### src/rtl/spi_adc_sampler_pkg.sv
// Shared types, width helpers and parameter checks for the SPI ADC sampler.
package spi_adc_pkg;

    // Frame sequencer states
    typedef logic [1:0] state_t;
    localparam state_t ST_IDLE  = 2'd0;
    localparam state_t ST_LEAD  = 2'd1;
    localparam state_t ST_SHIFT = 2'd2;
    localparam state_t ST_TAIL  = 2'd3;

    // Bits needed to hold the values 0..n-1 (at least one bit)
    function automatic int cnt_w(input int unsigned n);
        return (n < 2) ? 1 : $clog2(n);
    endfunction

    // Width of the clk-cycles-per-half-period counter
    function automatic int div_cnt_w(input int unsigned clk_div_half);
        return cnt_w(clk_div_half);
    endfunction

    // Width of the bit counter, which must reach FRAME_BITS without wrapping
    function automatic int bit_cnt_w(input int unsigned frame_bits);
        return cnt_w(frame_bits + 1);
    endfunction

    // Legal parameter combinations
    function automatic bit params_ok(input int unsigned clk_div_half,
                                     input int unsigned frame_bits,
                                     input int unsigned lead_bits,
                                     input int unsigned data_w,
                                     input int unsigned repeat_gap);
        return (clk_div_half >= 2) && (frame_bits >= 2) && (frame_bits <= 32) &&
               (data_w >= 1) && (lead_bits + data_w <= frame_bits) &&
               (repeat_gap >= 1);
    endfunction

endpackage

### src/rtl/spi_adc_sampler_if.sv
// SPI pins plus the valid/ready sample stream of the ADC sampler.
interface spi_adc_sampler_if #(
    parameter int unsigned DATA_W = 12
);
    logic              cs_n;
    logic              sclk;
    logic              sdata;
    logic [DATA_W-1:0] data;
    logic              data_valid;
    logic              data_ready;
    logic              overrun;

    // Sampler side: drives the SPI bus and produces samples
    modport master (
        output cs_n, sclk, data, data_valid, overrun,
        input  sdata, data_ready
    );

    // ADC plus consumer side
    modport slave (
        input  cs_n, sclk, data, data_valid, overrun,
        output sdata, data_ready
    );
endinterface

### src/rtl/spi_adc_sampler_sclk_gen.sv
// Half-period timer and serial clock generator for the SPI ADC sampler.
// The timer runs whenever en is high; sclk only toggles while tog_en is high,
// so the same timer also paces the cs_n setup and hold phases.
module spi_sclk_gen
    import spi_adc_pkg::*;
#(
    parameter int unsigned CLK_DIV_HALF = 12
) (
    input  logic clk,
    input  logic rst,
    input  logic en,
    input  logic tog_en,
    output logic sclk,
    output logic tick_c,
    output logic fall_stb_c,
    output logic rise_stb_c
);

    localparam int unsigned HC_W = div_cnt_w(CLK_DIV_HALF);
    localparam logic [HC_W-1:0] HC_MAX = HC_W'(CLK_DIV_HALF - 1);

    logic [HC_W-1:0] hc_q;

    // End of a half-period and the sclk edge it produces on this clk edge
    assign tick_c     = en && (hc_q == HC_MAX);
    assign fall_stb_c = tick_c && tog_en && sclk;
    assign rise_stb_c = tick_c && tog_en && !sclk;

    // Half-period counter and sclk register; sclk idles high
    always_ff @(posedge clk) begin
        if (rst) begin
            hc_q <= '0;
            sclk <= 1'b1;
        end else begin
            if (!en || tick_c) begin
                hc_q <= '0;
            end else begin
                hc_q <= hc_q + 1'b1;
            end
            if (!en) begin
                sclk <= 1'b1;
            end else if (fall_stb_c || rise_stb_c) begin
                sclk <= ~sclk;
            end
        end
    end

endmodule

### src/rtl/spi_adc_sampler.sv
// SPI master reading serial ADC frames into a valid/ready sample register.
// Optional free-running mode: define SPI_ADC_AUTO_REPEAT_EN to add the auto_en
// port, which restarts a frame REPEAT_GAP clks after each cs_n rise.
module spi_adc_sampler
    import spi_adc_pkg::*;
#(
    parameter int unsigned CLK_DIV_HALF = 12,
    parameter int unsigned FRAME_BITS   = 16,
    parameter int unsigned LEAD_BITS    = 4,
    parameter int unsigned DATA_W       = 12,
    parameter int unsigned REPEAT_GAP   = 20
) (
    input  logic               clk,
    input  logic               rst,
    input  logic               start,
`ifdef SPI_ADC_AUTO_REPEAT_EN
    input  logic               auto_en,
`endif
    output logic               busy,
    spi_adc_sampler_if.master  bus
);

    localparam int unsigned BC_W = bit_cnt_w(FRAME_BITS);
    localparam logic [BC_W-1:0] BC_LAST = BC_W'(FRAME_BITS - 1);
    localparam logic [BC_W-1:0] BC_LO   = BC_W'(LEAD_BITS);
    localparam logic [BC_W-1:0] BC_HI   = BC_W'(LEAD_BITS + DATA_W);

    // Reject illegal configurations at elaboration
    if (!params_ok(CLK_DIV_HALF, FRAME_BITS, LEAD_BITS, DATA_W, REPEAT_GAP)) begin : g_param_check
        $error("spi_adc_sampler: illegal parameter combination");
    end

    state_t            state_q, state_d;
    logic              cs_n_q, cs_n_d;
    logic              busy_q, busy_d;
    logic [BC_W-1:0]   bit_cnt_q, bit_cnt_d;
    logic [DATA_W-1:0] shreg_q, shreg_d;
    logic [DATA_W-1:0] data_q, data_d;
    logic              valid_q, valid_d;
    logic              overrun_q, overrun_d;
    logic              load_c;
    logic              auto_fire_c;
    logic              tick_c, fall_stb_c, rise_stb_c;
    logic              in_window_c;

    spi_sclk_gen #(
        .CLK_DIV_HALF (CLK_DIV_HALF)
    ) u_sclk_gen (
        .clk        (clk),
        .rst        (rst),
        .en         (state_q != ST_IDLE),
        .tog_en     ((state_q == ST_LEAD) || (state_q == ST_SHIFT)),
        .sclk       (bus.sclk),
        .tick_c     (tick_c),
        .fall_stb_c (fall_stb_c),
        .rise_stb_c (rise_stb_c)
    );

`ifdef SPI_ADC_AUTO_REPEAT_EN
    localparam int unsigned GAP_W = cnt_w(REPEAT_GAP);
    localparam logic [GAP_W-1:0] GAP_MAX = GAP_W'(REPEAT_GAP - 1);

    logic [GAP_W-1:0] gap_q, gap_d;

    assign auto_fire_c = auto_en && (gap_q == GAP_MAX);

    // Idle-gap counter: restarts at each cs_n rise, saturates at the gap length
    always_comb begin
        gap_d = gap_q;
        if (load_c) begin
            gap_d = '0;
        end else if ((state_q == ST_IDLE) && (gap_q != GAP_MAX)) begin
            gap_d = gap_q + 1'b1;
        end
    end

    // Idle-gap counter register
    always_ff @(posedge clk) begin
        if (rst) begin
            gap_q <= '0;
        end else begin
            gap_q <= gap_d;
        end
    end
`else
    assign auto_fire_c = 1'b0;
`endif

    assign in_window_c = (bit_cnt_q >= BC_LO) && (bit_cnt_q < BC_HI);

    // Frame sequencer, shift register and output handshake next-state logic
    always_comb begin
        state_d   = state_q;
        cs_n_d    = cs_n_q;
        busy_d    = busy_q;
        bit_cnt_d = bit_cnt_q;
        shreg_d   = shreg_q;
        data_d    = data_q;
        valid_d   = valid_q;
        overrun_d = 1'b0;
        load_c    = 1'b0;

        case (state_q)
            ST_IDLE: begin
                if (start || auto_fire_c) begin
                    state_d   = ST_LEAD;
                    cs_n_d    = 1'b0;
                    busy_d    = 1'b1;
                    bit_cnt_d = '0;
                end
            end
            ST_LEAD: begin
                if (fall_stb_c) begin
                    state_d = ST_SHIFT;
                end
            end
            ST_SHIFT: begin
                if (rise_stb_c) begin
                    if (in_window_c) begin
                        shreg_d = DATA_W'({shreg_q, bus.sdata});
                    end
                    bit_cnt_d = bit_cnt_q + 1'b1;
                    if (bit_cnt_q == BC_LAST) begin
                        state_d = ST_TAIL;
                    end
                end
            end
            ST_TAIL: begin
                if (tick_c) begin
                    state_d = ST_IDLE;
                    cs_n_d  = 1'b1;
                    busy_d  = 1'b0;
                    load_c  = 1'b1;
                end
            end
            default: begin
                state_d = ST_IDLE;
            end
        endcase

        // A new sample always wins over a same-edge consume
        if (load_c) begin
            data_d    = shreg_q;
            valid_d   = 1'b1;
            overrun_d = valid_q && !bus.data_ready;
        end else if (valid_q && bus.data_ready) begin
            valid_d = 1'b0;
        end
    end

    // State and output registers; reset aborts any frame in flight
    always_ff @(posedge clk) begin
        if (rst) begin
            state_q   <= ST_IDLE;
            cs_n_q    <= 1'b1;
            busy_q    <= 1'b0;
            bit_cnt_q <= '0;
            shreg_q   <= '0;
            data_q    <= '0;
            valid_q   <= 1'b0;
            overrun_q <= 1'b0;
        end else begin
            state_q   <= state_d;
            cs_n_q    <= cs_n_d;
            busy_q    <= busy_d;
            bit_cnt_q <= bit_cnt_d;
            shreg_q   <= shreg_d;
            data_q    <= data_d;
            valid_q   <= valid_d;
            overrun_q <= overrun_d;
        end
    end

    assign bus.cs_n       = cs_n_q;
    assign bus.data       = data_q;
    assign bus.data_valid = valid_q;
    assign bus.overrun    = overrun_q;
    assign busy           = busy_q;

endmodule
### src/flat_wrapper.sv
// flat-port wrapper written by rule: the top's interface ports become plain ports
module spi_adc_sampler_flat import spi_adc_pkg::*;
#(
    parameter int unsigned CLK_DIV_HALF = 12,
    parameter int unsigned FRAME_BITS   = 16,
    parameter int unsigned LEAD_BITS    = 4,
    parameter int unsigned DATA_W       = 12,
    parameter int unsigned REPEAT_GAP   = 20
)
  (clk, rst, start, busy, bus_cs_n, bus_sclk, bus_data, bus_data_valid, bus_overrun, bus_sdata, bus_data_ready);
  spi_adc_sampler_if #(.DATA_W(DATA_W)) bus_i ();
  input  logic clk;
  input  logic rst;
  input  logic start;
  output logic busy;
  output wire logic [$bits(bus_i.cs_n)-1:0] bus_cs_n;
  output wire logic [$bits(bus_i.sclk)-1:0] bus_sclk;
  output wire logic [$bits(bus_i.data)-1:0] bus_data;
  output wire logic [$bits(bus_i.data_valid)-1:0] bus_data_valid;
  output wire logic [$bits(bus_i.overrun)-1:0] bus_overrun;
  input wire logic [$bits(bus_i.sdata)-1:0] bus_sdata;
  input wire logic [$bits(bus_i.data_ready)-1:0] bus_data_ready;
  assign bus_cs_n = bus_i.cs_n;
  assign bus_sclk = bus_i.sclk;
  assign bus_data = bus_i.data;
  assign bus_data_valid = bus_i.data_valid;
  assign bus_overrun = bus_i.overrun;
  assign bus_i.sdata = bus_sdata;
  assign bus_i.data_ready = bus_data_ready;
  spi_adc_sampler #(.CLK_DIV_HALF(CLK_DIV_HALF), .FRAME_BITS(FRAME_BITS), .LEAD_BITS(LEAD_BITS), .DATA_W(DATA_W), .REPEAT_GAP(REPEAT_GAP)) u_core (.clk(clk), .rst(rst), .start(start), .busy(busy), .bus(bus_i));
endmodule
### config.mk
export PLATFORM = sky130hd
export DESIGN_NAME = spi_adc_sampler_flat
export DESIGN_NICKNAME = d
export VERILOG_FILES = /design/src/rtl/spi_adc_sampler_pkg.sv /design/src/rtl/spi_adc_sampler_if.sv /design/src/rtl/spi_adc_sampler_sclk_gen.sv /design/src/rtl/spi_adc_sampler.sv /design/src/flat_wrapper.sv
export SDC_FILE = /design/constraint.sdc
export NUM_CORES = 1
export LEC_CHECK = 0
export ABC_AREA = 1
export CORE_MARGIN = 4
export CORE_UTILIZATION = 50
export DETAILED_ROUTE_END_ITERATION = 16
export PLACE_DENSITY = 0.73
export SLEW_MARGIN = 0
export SYNTH_ARGS = -nofsm -noshare
export SYNTH_HDL_FRONTEND = slang
export SYNTH_SLANG_ARGS = --single-unit
export TNS_END_PERCENT = 5
### constraint.sdc
create_clock -name clk -period 1.9 [get_ports clk]
set_input_delay 0.19 -clock clk [delete_from_list [all_inputs] [get_ports clk]]
set_output_delay 0.19 -clock clk [all_outputs]
set_load 0.05 [all_outputs]
==> results of run 1 <==
==> stage by stage <==
stage               cells  utilization [%]  power, uW  cell area [um^2]  worst slack [ns]
global placement      287            61.72       1571              1931            0.3353
finish                294            64.84       2238              2028            0.1564
global route          294            64.84       2392              2028           0.03244
CTS                   294            64.84       2257              2028            0.1336
detailed placement    287            61.72       1582              1931            0.2687
floorplan             224                -       1407              1673            0.4164
==> cell usage in the layout (no fill, tap or decap), types with 2 or more instances in the layout <==
master,synthesis,routed
dfxtp_1,40,40
buf_4,0,3
inv_1,29,29
ha_1,7,7
clkdlybuf4s50_1,0,21
a21oi_1,9,9
nand4_1,3,3
o21ai_0,14,14
nand3_1,9,9
bufinv_16,0,2
nor2_1,40,40
nand3_2,2,2
nand2_1,54,54
clkbuf_4,0,5
==> cell families after synthesis <==
| family | share of synthesized area, % |
|---|---|
| AND/OR/NAND/NOR | 29.47 |
| flip-flops | 47.87 |
| buffers and inverters | 8.750 |
| AO/OA/AOI/OAI | 7.629 |
| adder cells (fa/ha/maj) | 5.235 |
| XOR/XNOR | 1.047 |
==> layer usage <==
layer  vias to the layer above  GRT usage [%]  wire length [um]
met5                         -              0                 0
met4                         0          8.808                51
met3                         7          4.082               134
met2                        21          27.78              1357
met1                       609          20.83              1589
li1                        745              -                 -
==> flip-flops by register name (all words and copies together), names as in the netlist <==
signal                  cells
u_core.busy                 1
u_core.bus.overrun          1
u_core.shreg_q             12
u_core.bus.cs_n             1
u_core.bus.data            12
u_core.state_q              2
u_core.u_sclk_gen.hc_q      4
u_core.bit_cnt_q            5
u_core.bus.data_valid       1
u_core.u_sclk_gen.sclk      1
==> power by group <==
| part | leakage (uW) | internal [uW] | switching (uW) |
|---|---|---|---|
| clock network | 0.0000513 | 403 | 260 |
| registers | 0.000323 | 893 | 39.0 |
| logic | 0.000558 | 213 | 430 |
==> worst max path at each step <==
stage | from | endpoint | slack [ns] | cells after the start
2_1_floorplan | u_core.state_q[0] | u_core.shreg_q[10] | 0.42 | 8
6_report | u_core.u_sclk_gen.sclk | bus_sclk | 0.16 | 1
3_5_place_dp | u_core.state_q[1] | u_core.shreg_q[5] | 0.27 | 7
4_1_cts | u_core.u_sclk_gen.sclk | bus_sclk | 0.13 | 1
5_1_grt | u_core.state_q[1] | u_core.shreg_q[5] | 0.03 | 8
3_3_place_gp | u_core.state_q[0] | u_core.shreg_q[1] | 0.34 | 7
==> area by class of cell <==
type                       count  area, um^2  area share, %
clock buffer                   5       37.54          1.851
clock inverter                 2       60.06          2.961
inverter                      31       116.4          5.737
multi-input combinational    148       725.7          35.78
sequential                    40       800.8          39.48
tap                           44       55.05          2.714
timing repair buffer          24       232.7          11.47
==> flow_metrics.env, run 1 <==
export IMPL_yosysMostFrequentCell="nand2_1"
export IMPL_hold_class="input port to register"
export IMPL_grt_overflow_total=0
export IMPL_maxCapViolations=0
export IMPL_dr_first_iter_drc_count=52
export IMPL_syn_mean_instance_area_um2=7.468
export IMPL_core_area_mm2=0.003128
export IMPL_synthArstFlopShare_pct=0
export IMPL_ios=22
export IMPL_cp_slowest_cell="clkdlybuf4s50_1"
export IMPL_clkTransAtPathRegs_ns=0.11
export IMPL_fmax_ghz=0.5735
export IMPL_rsz0062_at_grt="no"
export IMPL_grt_pass1_vias=1350
export IMPL_routedWlPerCell_um=10.66
export IMPL_worstPathCellList="clkdlybuf4s50_1"
export IMPL_placementRows=20
export IMPL_r2r_cells=8
export IMPL_grt_max_degree=25
export IMPL_timing_rr_end="u_core.bit_cnt_q[2]"
export IMPL_cts_root_buffer="clkbuf_4"
export IMPL_cts_resized=0
export IMPL_final_layout_size_suffix_gt1_share_pct=6.800
export IMPL_first_pass_iters=4
export IMPL_n_antenna_cell=0
export IMPL_syn_inst=224
export IMPL_postCtsHoldBufs=0
export IMPL_crit_family="buffers and inverters"
export IMPL_clk_latency_ns=0.34
export IMPL_ant_nets=0
export IMPL_yosysTopAreaCell="dfxtp_1"
export IMPL_initial_utilization_pct=53.48
export IMPL_syn_nets=236
export IMPL_critPathMaxFanout=4
export IMPL_port_buffers=21
export IMPL_ys_seq_area_share_pct=47.87
export IMPL_required_ns=1.71
export IMPL_antenna_found_initial=0
export IMPL_fin_crit_ns=1.744
export IMPL_start_kind="register"
export IMPL_setup_viol_count_final=0
export IMPL_dp_hpwl_mm=2.212
export IMPL_synth_top_area_share_pct=47.87
export IMPL_r2r_start="u_core.state_q[1]"
export IMPL_nFillCells=292
export IMPL_numCtsBuffers=5
export IMPL_relSlewSlack_pct=66.38
export IMPL_finalSetupTns_ns=0
export IMPL_ctsLongestPathBuffers=2
export IMPL_finalClockSkew_ns=0.006769
export IMPL_endpoint_kind="output port"
export IMPL_path_class="register to output port"
export IMPL_drv_slew=0
export IMPL_die_area_mm2=0.004335
export IMPL_grt_use_total_pct=17.09
export IMPL_syn_area_mm2=0.001673
export IMPL_die_height_um=65.84
export IMPL_cts_setup_buffers=0
export IMPL_ys_types=25
export IMPL_slowest_delay_ns=0.82
export IMPL_holdWs_ns=0.4468
export IMPL_crit_buf_inv=1
export IMPL_tightest_slew_ns=0.5027
export IMPL_routed_wl_mm=3.133
export IMPL_nNetsFinal=262
export IMPL_leakage_uw=0.0009323
export IMPL_arrival_ns=1.55
export IMPL_hold_path_depth=3
export IMPL_ys_ff_latch=40
export IMPL_pwr_density_cell_mw_per_mm2=1103
export IMPL_num_vias=1382
export IMPL_dominantRegCellSynth="dfxtp_1"
export IMPL_ir_drop_v=0.0007473
export IMPL_vias_per_cell=4.701
export IMPL_die_w_um=65.84
export IMPL_status="finished clean"
export IMPL_place_gp_congestion=0.9603
export IMPL_hp_start="bus_sdata"
export IMPL_cts_htree_levels=2
export IMPL_ys_top_cells_by_area="dfxtp_1 48%, nand2_1 12%, nor2_1 9.0%"
export IMPL_area_growth_pct=21.24
export IMPL_drc=0
export IMPL_hold_viol=0
export IMPL_fin_crit_sh_pct=91.77
export IMPL_clkSinkCount=40
export IMPL_yosysWarnings=0
export IMPL_cts_tree="yes"
export IMPL_grt_first_pass_wirelength_mm=5.678
export IMPL_synth_common_cells="54 x nand2_1, 40 x dfxtp_1, 40 x nor2_1, 29 x inv_1, 14 x o21ai_0"
export IMPL_worstHoldEndpoint="u_core.shreg_q[0]"
export IMPL_r2r_slack_ns=0.23
export IMPL_synth_edf_count=0
Power figures use the tool's default switching activity.
==> inputs of run 2 (changes only) <==
--- a/config.mk
+++ b/config.mk
@@ -9,8 +9,8 @@
 export CORE_MARGIN = 4
 export CORE_UTILIZATION = 50
 export DETAILED_ROUTE_END_ITERATION = 16
+export GPL_TIMING_DRIVEN = 0
 export PLACE_DENSITY = 0.73
-export SLEW_MARGIN = 0
 export SYNTH_ARGS = -nofsm -noshare
 export SYNTH_HDL_FRONTEND = slang
 export SYNTH_SLANG_ARGS = --single-unit
==> run 2 against run 1 <==
Compared with the run above: setup slack improved by 0.019 ns; largest power group unchanged; clock skew increased by 0.0044 ns; sequential power about the same; final area is 0.56% lower; clock power is 17% lower; utilization down 0.36 points; clock-buffer cell count stayed put; sequential share of layout area increased by 0.22 points; critical path depth unchanged; global-route usage decreased by 0.48 points; largest cell class unchanged; highest routed layer unchanged.
==> flow_metrics.env, run 2 (same netlist as run 1, synthesis figures left out) <==
export IMPL_finalClockSkew_ns=0.01112
export IMPL_path_class="register to output port"
export IMPL_nNetsFinal=263
export IMPL_vias_per_cell=4.628
export IMPL_cp_depth=1
export IMPL_clkSinkCount=40
export IMPL_hold_path_depth=3
export IMPL_cp_slowest_cell="clkdlybuf4s50_1"
export IMPL_start_kind="register"
export IMPL_first_pass_iters=7
export IMPL_cts_tree="yes"
export IMPL_layout_commonest_cell="nand2_1"
export IMPL_cts_htree_levels=2
export IMPL_slowest_delay_ns=0.82
export IMPL_core_area_mm2=0.003128
export IMPL_grt_max_degree=14
export IMPL_crit_buf_inv=1
export IMPL_worstHoldEndpoint="u_core.shreg_q[0]"
export IMPL_die_w_um=65.84
export IMPL_grt_first_pass_wirelength_mm=5.575
export IMPL_area_growth_pct=20.57
export IMPL_power_uw=2087
export IMPL_ff_latch_area_um2=800.8
export IMPL_relSlewSlack_pct=66.77
export IMPL_status="finished clean"
export IMPL_port_buffers=21
export IMPL_utilization_pct=64.48
export IMPL_final_layout_size_suffix_gt1_share_pct=7.937
export IMPL_finalSetupTns_ns=0
export IMPL_routedWlPerCell_um=10.50
export IMPL_ant_nets=0
export IMPL_fmax_ghz=0.5797
export IMPL_required_ns=1.71
export IMPL_ios=22
export IMPL_ir_drop_v=0.0005525
export IMPL_maxCapViolations=0
export IMPL_critPathMaxFanout=4
export IMPL_arrival_ns=1.53
export IMPL_crit_family="buffers and inverters"
export IMPL_pwr_density_cell_mw_per_mm2=1035
export IMPL_drv_slew=0
export IMPL_initial_utilization_pct=53.48
export IMPL_clkTransAtPathRegs_ns=0.11
export IMPL_fin_crit_sh_pct=90.79
export IMPL_numCtsBuffers=5
export IMPL_drc=0
export IMPL_timing_rr_end="u_core.shreg_q[11]"
export IMPL_grt_pass1_vias=1321
export IMPL_place_gp_congestion=0.8178
export IMPL_final_cell_mix="54 x nand2_1, 40 x dfxtp_1, 39 x nor2_1, 29 x inv_1, 21 x clkdlybuf4s50_1"
export IMPL_hp_start="bus_sdata"
export IMPL_cts_setup_buffers=0
export IMPL_r2r_cells=8
export IMPL_dr_first_iter_drc_count=92
export IMPL_leakage_uw=0.0009241
export IMPL_nFillCells=292
export IMPL_worstPathCellList="clkdlybuf4s50_1"
export IMPL_hold_class="input port to register"
export IMPL_setup_viol_count_final=0
export IMPL_pre_cts_slack_ns=0.06341
export IMPL_timing_final_ws_setup_ns=0.1750
export IMPL_routed_wl_mm=3.107
export IMPL_die_height_um=65.84
export IMPL_r2r_start="u_core.state_q[1]"
export IMPL_tightest_slew_ns=0.4968
export IMPL_cts_root_buffer="clkbuf_4"
export IMPL_endpoint_kind="output port"
export IMPL_hold_viol=0
export IMPL_num_vias=1370
export IMPL_rsz0062_at_grt="no"
export IMPL_n_antenna_cell=0
export IMPL_die_area_mm2=0.004335
export IMPL_placementRows=20
export IMPL_dp_hpwl_mm=2.222
export IMPL_clk_latency_ns=0.35
export IMPL_grt_overflow_total=0
export IMPL_antenna_found_initial=0
export IMPL_r2r_slack_ns=0.19
export IMPL_ctsLongestPathBuffers=2
export IMPL_multi_input_area_um2=728.2
export IMPL_grt_use_total_pct=16.60
export IMPL_fin_crit_ns=1.725
[run 2: metrics by stage]
stage	std cells	hold slack, ns	instance area [um^2]
2_1_floorplan	224	0.2591	1673
3_3_place_gp	289	0.4292	1938
3_5_place_dp	289	0.4383	1938
4_1_cts	297	0.4241	2018
5_1_grt	296	0.4280	2017
6_report	296	0.4347	2017
[run 2: per-layer routing]
layer / track usage (%) / vias to the layer above / wire length (um)
met1: 21.32 / 597 / 1612
met5: 0 / - / 0
met3: 4.082 / 7 / 98
li1: - / 745 / -
met2: 25.91 / 21 / 1341
met4: 8.031 / 0 / 54
[run 2: power by group]
group	switching [uW]	leakage, uW	internal, uW
clock network	275	0.0000412	274
registers	39.6	0.000323	893
logic	412	0.000559	193
total	727	0.000924	1360
[run 2: repair_timing]
item / in CTS / in global routing
hold buffers: 0 / 0
setup endpoints to repair: 0 / 5
gates resized for setup: 0 / 1
[run 2: worst max-delay path by stage]
stage,startpoint,end,slack (ns)
after floorplan,u_core.state_q[0],u_core.shreg_q[10],0.42
after global placement,rst,u_core.bus.data[4],0.06
after detailed placement,rst,u_core.bus.data[7],0.06
after CTS,u_core.u_sclk_gen.sclk,bus_sclk,0.15
after global routing,u_core.state_q[1],u_core.state_q[1],0.001
final,u_core.u_sclk_gen.sclk,bus_sclk,0.18
[run 2: layout make-up]
type	count	share of cell area, %
buffer	4	1.303
clock buffer	5	1.861
clock inverter	3	2.109
inverter	31	5.769
multi-input combinational	148	36.10
sequential	40	39.70
tap	44	2.730
timing repair buffer	21	10.42
[run 2: tightest hold or removal path, cell delays in order]
cell and delay, ns:
clkdlybuf4s50_1 0.41, nor2_1 0.10, nor2_1 0.05
==> inputs of run 3 (changes only) <==
--- a/config.mk
+++ b/config.mk
@@ -6,6 +6,7 @@
 export NUM_CORES = 1
 export LEC_CHECK = 0
 export ABC_AREA = 1
+export CAP_MARGIN = 20
 export CORE_MARGIN = 4
 export CORE_UTILIZATION = 50
 export DETAILED_ROUTE_END_ITERATION = 16
==> results of run 3 <==
The final DEF is identical to that of run 2; final timing and power are the same.
